===== config.mk =====
export PLATFORM = sky130hd
export DESIGN_NAME = adder_arbiter
export DESIGN_NICKNAME = d
export VERILOG_FILES = /design/src/rtl/adder_arbiter.sv
export SDC_FILE = /design/constraint.sdc
export NUM_CORES = 1
export LEC_CHECK = 0
export CORE_MARGIN = 2
export CORE_UTILIZATION = 43
export CTS_CLUSTER_SIZE = 14
export DETAILED_ROUTE_END_ITERATION = 10
export GPL_ROUTABILITY_DRIVEN = 0
export GPL_TIMING_DRIVEN = 0
export PLACE_DENSITY = 0.79
export SYNTH_ARGS = -nofsm -noshare
export SYNTH_HDL_FRONTEND = slang
export SYNTH_SLANG_ARGS = --single-unit

===== constraint.sdc =====
create_clock -name clk -period 2.05 [get_ports clk]
set_input_delay 0.41 -clock clk [delete_from_list [all_inputs] [get_ports clk]]
set_output_delay 0.41 -clock clk [all_outputs]
set_load 0.01 [all_outputs]

===== src/rtl/adder_arbiter.sv =====
// Round-robin arbiter that time-shares one W-bit adder among NREQ requesters.
// Each operation is grant/capture, add, then hold the result until it is accepted.
module adder_arbiter #(
    parameter int NREQ = 4,
    parameter int W    = 4,
    parameter int IDW  = 2
) (
    input  logic              clk,
    input  logic              reset,
    input  logic [NREQ-1:0]   req,
    input  logic [NREQ*W-1:0] op_a,
    input  logic [NREQ*W-1:0] op_b,
    output logic [NREQ-1:0]   gnt,
    output logic              busy,
    output logic              res_valid,
    input  logic              res_ready,
    output logic [W-1:0]      res_sum,
    output logic              res_carry,
    output logic [IDW-1:0]    res_id
);

    localparam logic [1:0] ST_IDLE = 2'd0;
    localparam logic [1:0] ST_ADD  = 2'd1;
    localparam logic [1:0] ST_HOLD = 2'd2;

    logic [1:0]      state_reg;
    logic [NREQ-1:0] gnt_reg;
    logic [W-1:0]    a_reg;
    logic [W-1:0]    b_reg;
    logic [IDW-1:0]  last_id_reg;
    logic            res_valid_reg;
    logic [W-1:0]    res_sum_reg;
    logic            res_carry_reg;
    logic [IDW-1:0]  res_id_reg;

    logic [W-1:0]    a_arr   [NREQ];
    logic [W-1:0]    b_arr   [NREQ];
    logic [IDW-1:0]  cand_id [NREQ];
    logic            win_found;
    logic [IDW-1:0]  win_idx;
    logic [W:0]      sum_full;

    // cand_id[k] is the requester searched at position k after the last winner.
    generate
        for (genvar gi = 0; gi < NREQ; gi++) begin : g_req
            assign a_arr[gi]   = op_a[gi*W +: W];
            assign b_arr[gi]   = op_b[gi*W +: W];
            assign cand_id[gi] = IDW'((int'(last_id_reg) + gi + 1) % NREQ);
        end
    endgenerate

    // Scan from the lowest priority upward so the earliest match overrides.
    always_comb begin
        win_found = 1'b0;
        win_idx   = '0;
        for (int k = NREQ - 1; k >= 0; k--) begin
            if (req[cand_id[k]]) begin
                win_found = 1'b1;
                win_idx   = cand_id[k];
            end
        end
    end

    assign sum_full = {1'b0, a_reg} + {1'b0, b_reg};

    always_ff @(posedge clk) begin
        if (reset) begin
            state_reg     <= ST_IDLE;
            gnt_reg       <= '0;
            a_reg         <= '0;
            b_reg         <= '0;
            last_id_reg   <= IDW'(NREQ - 1);
            res_valid_reg <= 1'b0;
            res_sum_reg   <= '0;
            res_carry_reg <= 1'b0;
            res_id_reg    <= '0;
        end else begin
            case (state_reg)
                ST_IDLE: begin
                    if (win_found) begin
                        a_reg       <= a_arr[win_idx];
                        b_reg       <= b_arr[win_idx];
                        gnt_reg     <= {{(NREQ-1){1'b0}}, 1'b1} << win_idx;
                        last_id_reg <= win_idx;
                        state_reg   <= ST_ADD;
                    end
                end
                ST_ADD: begin
                    res_sum_reg   <= sum_full[W-1:0];
                    res_carry_reg <= sum_full[W];
                    res_id_reg    <= last_id_reg;
                    res_valid_reg <= 1'b1;
                    gnt_reg       <= '0;
                    state_reg     <= ST_HOLD;
                end
                ST_HOLD: begin
                    if (res_ready) begin
                        res_valid_reg <= 1'b0;
                        state_reg     <= ST_IDLE;
                    end
                end
                default: begin
                    state_reg <= ST_IDLE;
                end
            endcase
        end
    end

    assign gnt       = gnt_reg;
    assign busy      = (state_reg != ST_IDLE);
    assign res_valid = res_valid_reg;
    assign res_sum   = res_sum_reg;
    assign res_carry = res_carry_reg;
    assign res_id    = res_id_reg;

endmodule


==> impl_metrics.toml, run 1 <==
[synth]
synth.top_cells.by_area = "dfxtp_1 (36%), mux2i_1 (12%), a221oi_2 (9.0%)"
synth_mux_area_frac = 0.120
ys_seq_area_frac = 0.361
synth-xor-area-share = 0.0132
syn-num-nets = 178
async_flop_share = 0
synth_cell_types = 37
synth-simple-area-share = 0.143
yosys-top-cells-count = "dfxtp_1 (24), mux2i_1 (16), nand2_1 (10), nor2_1 (10), a21oi_1 (9)"
synth_compound_area_frac = 0.257
synth-main-ff-cell = "dfxtp_1"
synth.cell_area_um2 = 1330
avgSynthCellArea_um2 = 9.93
synth_top_cell_area_share = 0.361
synth_most_common_cell = "dfxtp_1"
synth_top_family_by_area = "compound AO/OA/AOI/OAI gates"
netlist_instances = 134
ys_ff_latch = 24
yosys_warnings = 0
synth_top_area_cell = "dfxtp_1"
synth_edf_count = 0
synth_fa_ha_area_frac = 0.0527

[critical_path]
startpoint = "state_reg[1]$_SDFFE_PP0P_"
worstSetupEndpointType = "output pin"
r2r-end = "b_reg[0]$_SDFFE_PP0P_"
cp_num_buf_inv = 1
rr_worst_depth = 6
cp_max_fo = 5
ff2ff_setup_slack_ns = 0.41
slowest_delay_ns = 0.55
worstSetupPathType = "reg2out"
endpoint = "busy"
crit_arrival_ns = 1.44
crit_cells = 2
cp.required_ns = 1.64
r2r_start = "last_id_reg[0]$_SDFFE_PP1P_"
critical_path.slowest_cell = "clkdlybuf4s50_1"
critical_path.top_delay_family = "buffers and inverters"
cp_cell_sequence = "or2_1, clkdlybuf4s50_1"
cp-start-kind = "flop"

[cts]
post_cts_buffers = 0
cts_buffers = 3
cts-resized-gates = 0
cts_buffer_depth = 2
cts_sinks = 24
cts_hold_buf = 0
cts_tree = "yes"
cts_max_level = 1
clockRootBuffer = "clkbuf_4"
clk_latency_ns = 0.31
clkTransAtPathRegs_ns = 0.12

[power]
p_seq_frac = 0.429
clockPowerShare = 0.147
pwr-share-comb = 0.424
vdd_drop_max_v = 0.000405
p_sw_mw = 0.444
switching_share = 0.328
intPower_mw = 0.912
power_leakage_nw = 0.788
power_density_nw_per_um2 = 713
p_total_mw = 1.36

[sta]
period_share = 0.904
slew-limit-headroom = 0.686
finalHoldViolCount = 0
period_minus_slack_ns = 1.85
rsz0062_at_grt = "no"
clock_skew_ns = 0.00611
tightest_slew_ns = 0.471
finalSetupViolations = 0
maxSlewViolCount = 0
max_freq_mhz = 539
whs_ns = 0.467

[finish]
final_area_um2 = 1900
drive_gt1_frac = 0.117
syn_to_final_growth_pct = 43.2
diodes = 0
final_nets = 234

[floorplan]
rows = 20
io_pins = 52
dieHeight_um = 59.6
die_x_um = 59.6
initial_utilization = 0.443
core_um2 = 3000
dieArea_um2 = 3550

[flow_run]
maxCapViolCount = 0

[grt]
antenna_found_initial = 0
grt_pass1_wl_um = 5030
grt_start_max_net_pins = 13
grt_pass1_vias = 1198
grt_overflow = 0
track_usage = 0.185

[routing]
drt_iter0_drc = 45
wl_um = 3100
drc_errors = 0
post_drt_wl_per_cell_um = 14.0
via_per_inst = 5.56
antenna_left = 0
dr.pass1.iters = 4
vias = 1228

[placement]
placed_area_um2 = 1880
hpwl_um = 2490
io_buffers = 51

[run_status]
status = "finished clean"

[worst_hold_path]
hp-class = "reg2reg"
## metrics by stage
step	instances	setup WS [ns]	util	setup TNS, ns
after CTS	221	0.181	0.634	0
after detailed placement	218	-0.151	0.627	-1.41
after global placement	218	-0.0873	0.627	-0.650
after global routing	221	0.0749	0.634	0
after floorplan	134	0.492	-	0
final	221	0.196	0.634	0
## layout by cell type (no fill, tap or decap), drive strengths merged
cell           count
nor2              11
clkdlybuf4s50     51
fa                 1
a32oi              2
or3b               2
buf                4
dfxtp             24
a221oi             9
nand3              2
a211oi             2
or2                2
mux2i             16
a21oi             10
clkbuf             7
o21ai              1
a21o               3
nor2b              3
a211o              2
and2               1
xnor2              2
ha                 4
o21bai             8
o311a              1
nand2b             3
nor3               2
nand2             10
nand3b             1
inv                3
o32a               1
## worst min-delay path, delay by kind of cell, from the launching register on
family | cells | cell delay (ns)
DFF | 1 | 0.33
and+or+nand+nor | 1 | 0.05
AOI/OAI and AO/OA | 1 | 0.05
## area by class of cell
type / count / area, µm²
fillers: 269 / 1100
multi-input cells: 99 / 779
repair buffers: 51 / 510
flip-flops and latches: 24 / 480
plain buffers: 8 / 58.8
well taps: 33 / 41.3
clock buffers: 3 / 22.5
inverters: 3 / 11.3
## routing by layer
metal / global-route usage / routed length (µm)
met5: 0 / 0
met2: 0.369 / 1650
met3: 0.0328 / 110
met1: 0.202 / 1330
met4: 0.0286 / 12
## logic make-up (layout without fill, tap and decap cells)
logic type,after synthesis,in the layout
buffers and inverters,11,65
flip-flops,24,24
XOR/XNOR,2,2
AO/OA/AOI/OAI,39,39
multiplexers,16,16
AND/OR/NAND/NOR,37,37
adder cells (fa/ha/maj),5,5
## power by group through the flow
stage / sequential [mW] / clock, mW / combinational, mW
after floorplan: 0.595 / 0 / 0.360
after global placement: 0.591 / 0 / 0.564
after detailed placement: 0.593 / 0 / 0.578
after CTS: 0.582 / 0.201 / 0.579
after global routing: 0.590 / 0.221 / 0.628
final: 0.582 / 0.200 / 0.575
## worst min-delay path by stage
stage / slack, ns / endpoint / cells past startpoint / from
3_5_place_dp: 0.45 / res_sum[1]$_SDFFE_PP0P_ / 2 / res_sum[1]$_SDFFE_PP0P_
3_3_place_gp: 0.45 / res_sum[3]$_SDFFE_PP0P_ / 2 / res_sum[3]$_SDFFE_PP0P_
5_1_grt: 0.49 / res_sum[1]$_SDFFE_PP0P_ / 2 / res_sum[1]$_SDFFE_PP0P_
2_1_floorplan: 0.47 / res_id[1]$_SDFFE_PP0P_ / 2 / last_id_reg[1]$_SDFFE_PP1P_
6_report: 0.47 / res_sum[0]$_SDFFE_PP0P_ / 2 / res_sum[0]$_SDFFE_PP0P_
4_1_cts: 0.47 / res_sum[1]$_SDFFE_PP0P_ / 2 / res_sum[1]$_SDFFE_PP0P_
No activity file was read; power rests on OpenSTA's default activity.
==> inputs of run 2 (changes only) <==
Settings changed: ABC_AREA set to 1, CORE_UTILIZATION 43 to 46, PLACE_DENSITY 0.79 to 0.8, RECOVER_POWER set to 25.
==> impl_metrics.toml, run 2 <==
[power]
clockPowerShare = 0.108
power_density_nw_per_um2 = 1470
pwr-share-comb = 0.669
intPower_mw = 1.71
switching_share = 0.472
p_seq_frac = 0.224
p_sw_mw = 1.53
vdd_drop_max_v = 0.00135
power_leakage_nw = 0.995

[cts]
cts_tree = "yes"
post_cts_buffers = 0
cts-resized-gates = 0
cts_max_level = 1
cts_buffer_depth = 2
clkTransAtPathRegs_ns = 0.14
cts_buffers = 3
clockRootBuffer = "clkbuf_4"
cts_hold_buf = 0
clk_latency_ns = 0.33
cts_sinks = 24

[routing]
via_per_inst = 4.97
met1_length_um = 1700
dr_wl_met3_um = 208
antenna_left = 0
highest_layer = "met4"
dr.pass1.iters = 4
wl_met2_um = 1680
post_drt_wl_per_cell_um = 10.9
wl_um = 3640
vias = 1656
drc_errors = 0
drt_iter0_drc = 90

[critical_path]
cp_max_fo = 10
worstSetupEndpointType = "flop"
cp-start-kind = "input pin"
worstSetupPathType = "in2reg"
crit_arrival_ns = 2.10
cp.required_ns = 2.28

[sta]
max_freq_mhz = 536
clock_skew_ns = 0.00655
tightest_slew_ns = 0.367
finalHoldViolCount = 0
tns_ns = 0
period_share = 0.910
slew-limit-headroom = 0.753
whs_ns = 0.477
maxSlewViolCount = 0
rsz0062_at_grt = "no"
finalSetupViolations = 0
setup_slack_ns = 0.184
period_minus_slack_ns = 1.87

[synth]
synth_top_area_cell = "dfxtp_1"
synth-main-ff-cell = "dfxtp_1"
avgSynthCellArea_um2 = 6.80
synth_most_common_cell = "nor2_1"
netlist_instances = 232
async_flop_share = 0
synth.top_cells.by_area = "dfxtp_1 (30%), nor2_1 (11%), nand2_1 (7.6%)"
synth_cell_types = 27
synth_top_cell_area_share = 0.305
ys_ff_latch = 24
yosys-top-cells-count = "nor2_1 (45), nand2_1 (32), dfxtp_1 (24), nand3_1 (23), inv_1 (19)"
syn-num-nets = 276
synth_edf_count = 0
ys_seq_area_frac = 0.305
synth.cell_area_um2 = 1580
yosys_warnings = 0

[finish]
syn_to_final_growth_pct = 39.4
drive_gt1_frac = 0.129
mostFrequentLayoutCells = "clkdlybuf4s50_1 (49), nor2_1 (45), nand2_1 (32), dfxtp_1 (24), nand3_1 (23)"
final_common_cell = "clkdlybuf4s50_1"
final_area_um2 = 2200
diodes = 0
final_nets = 332
finalCoreUtilization = 0.664

[floorplan]
core_um2 = 3310
rows = 21
initial_utilization = 0.476
die_x_um = 62.5
io_pins = 52
dieArea_um2 = 3910
dieHeight_um = 62.5

[placement]
placed_area_um2 = 2140
io_buffers = 51
place_ws_ns = -0.164
hpwl_um = 2860

[grt]
grt_pass1_vias = 1474
grt_overflow = 0
grt_start_max_net_pins = 15
track_usage = 0.198
antenna_found_initial = 0
grt_pass1_wl_um = 6320

[worst_hold_path]
hp-class = "reg2reg"

[flow_run]
maxCapViolCount = 0

[run_status]
status = "finished clean"
## run 2: changes by cell type in the layout (fill, tap and decap cells not counted), sizes merged, moves of 8 or more
| cell | previous run | this run |
|---|---|---|
| mux2i | 16 | 0 |
| o21bai | 8 | 0 |
| inv | 3 | 23 |
| nand3 | 2 | 24 |
| nand2 | 10 | 53 |
| o21ai | 1 | 18 |
| nor2 | 11 | 46 |
| nand4 | 0 | 8 |
| a221oi | 9 | 0 |
## run 2: critical path: stages
cell             delay, ns
clkdlybuf4s50_1       0.51
inv_1                 0.05
nand2_1               0.07
nand3_1               0.11
nand2_1               0.08
inv_1                 0.04
nand2_2               0.08
nand2_2               0.07
nand2_4               0.11
nand2_4               0.08
buf_6                 0.14
nand3_1               0.07
nand3_1               0.07
nor2_1                0.13
nor2_1                0.05
## run 2: final cells by class
| cell class | instances | area [µm²] |
|---|---|---|
| Buffer | 8 | 68.8 |
| Clock buffer | 3 | 22.5 |
| Clock inverter | 1 | 30.0 |
| Fill cell | 316 | 1110 |
| Inverter | 23 | 93.8 |
| Multi-Input combinational cell | 177 | 933 |
| Sequential cell | 24 | 480 |
| Tap cell | 46 | 57.6 |
| Timing Repair Buffer | 51 | 510 |
## run 2: layer usage
metal,up-vias,GRT usage
met5,-,0
met4,0,0.0667
met3,5,0.0306
met2,52,0.332
met1,729,0.260
li1,870,-
## run 2: through the flow
stage / power, mW / std cells
2_1_floorplan: 2.31 / 232
3_3_place_gp: 2.87 / 329
3_5_place_dp: 2.90 / 329
4_1_cts: 3.25 / 333
5_1_grt: 3.55 / 333
6_report: 3.24 / 333
## run 2: logic make-up after synthesis
| family | share of synthesized area |
|---|---|
| AND/OR/NAND/NOR | 0.437 |
| AO/OA/AOI/OAI | 0.105 |
| buffers and inverters | 0.103 |
| flip-flops | 0.305 |
| adder cells (fa/ha/maj) | 0.0444 |
| XOR/XNOR | 0.00556 |
## run 2: path summary, 6_finish.rpt
path	startpoint	endpoint	slack, ns	depth (start not counted)
worst max-delay path	req[3]	a_reg[3]$_SDFFE_PP0P_	0.18	15
worst min-delay path	gnt[0]$_SDFFE_PP0P_	gnt[0]$_SDFFE_PP0P_	0.48	2
worst max register to register	last_id_reg[1]$_SDFFE_PP1P_	a_reg[3]$_SDFFE_PP0P_	0.27	14
worst min register to register	gnt[0]$_SDFFE_PP0P_	gnt[0]$_SDFFE_PP0P_	0.48	2
## run 2: power by group through the flow
stage | logic (mW) | registers [mW] | clock network, mW
4_1_cts | 2.17 | 0.725 | 0.355
5_1_grt | 2.42 | 0.749 | 0.377
6_report | 2.17 | 0.724 | 0.348
2_1_floorplan | 1.55 | 0.763 | 0
3_3_place_gp | 2.13 | 0.733 | 0
3_5_place_dp | 2.16 | 0.736 | 0
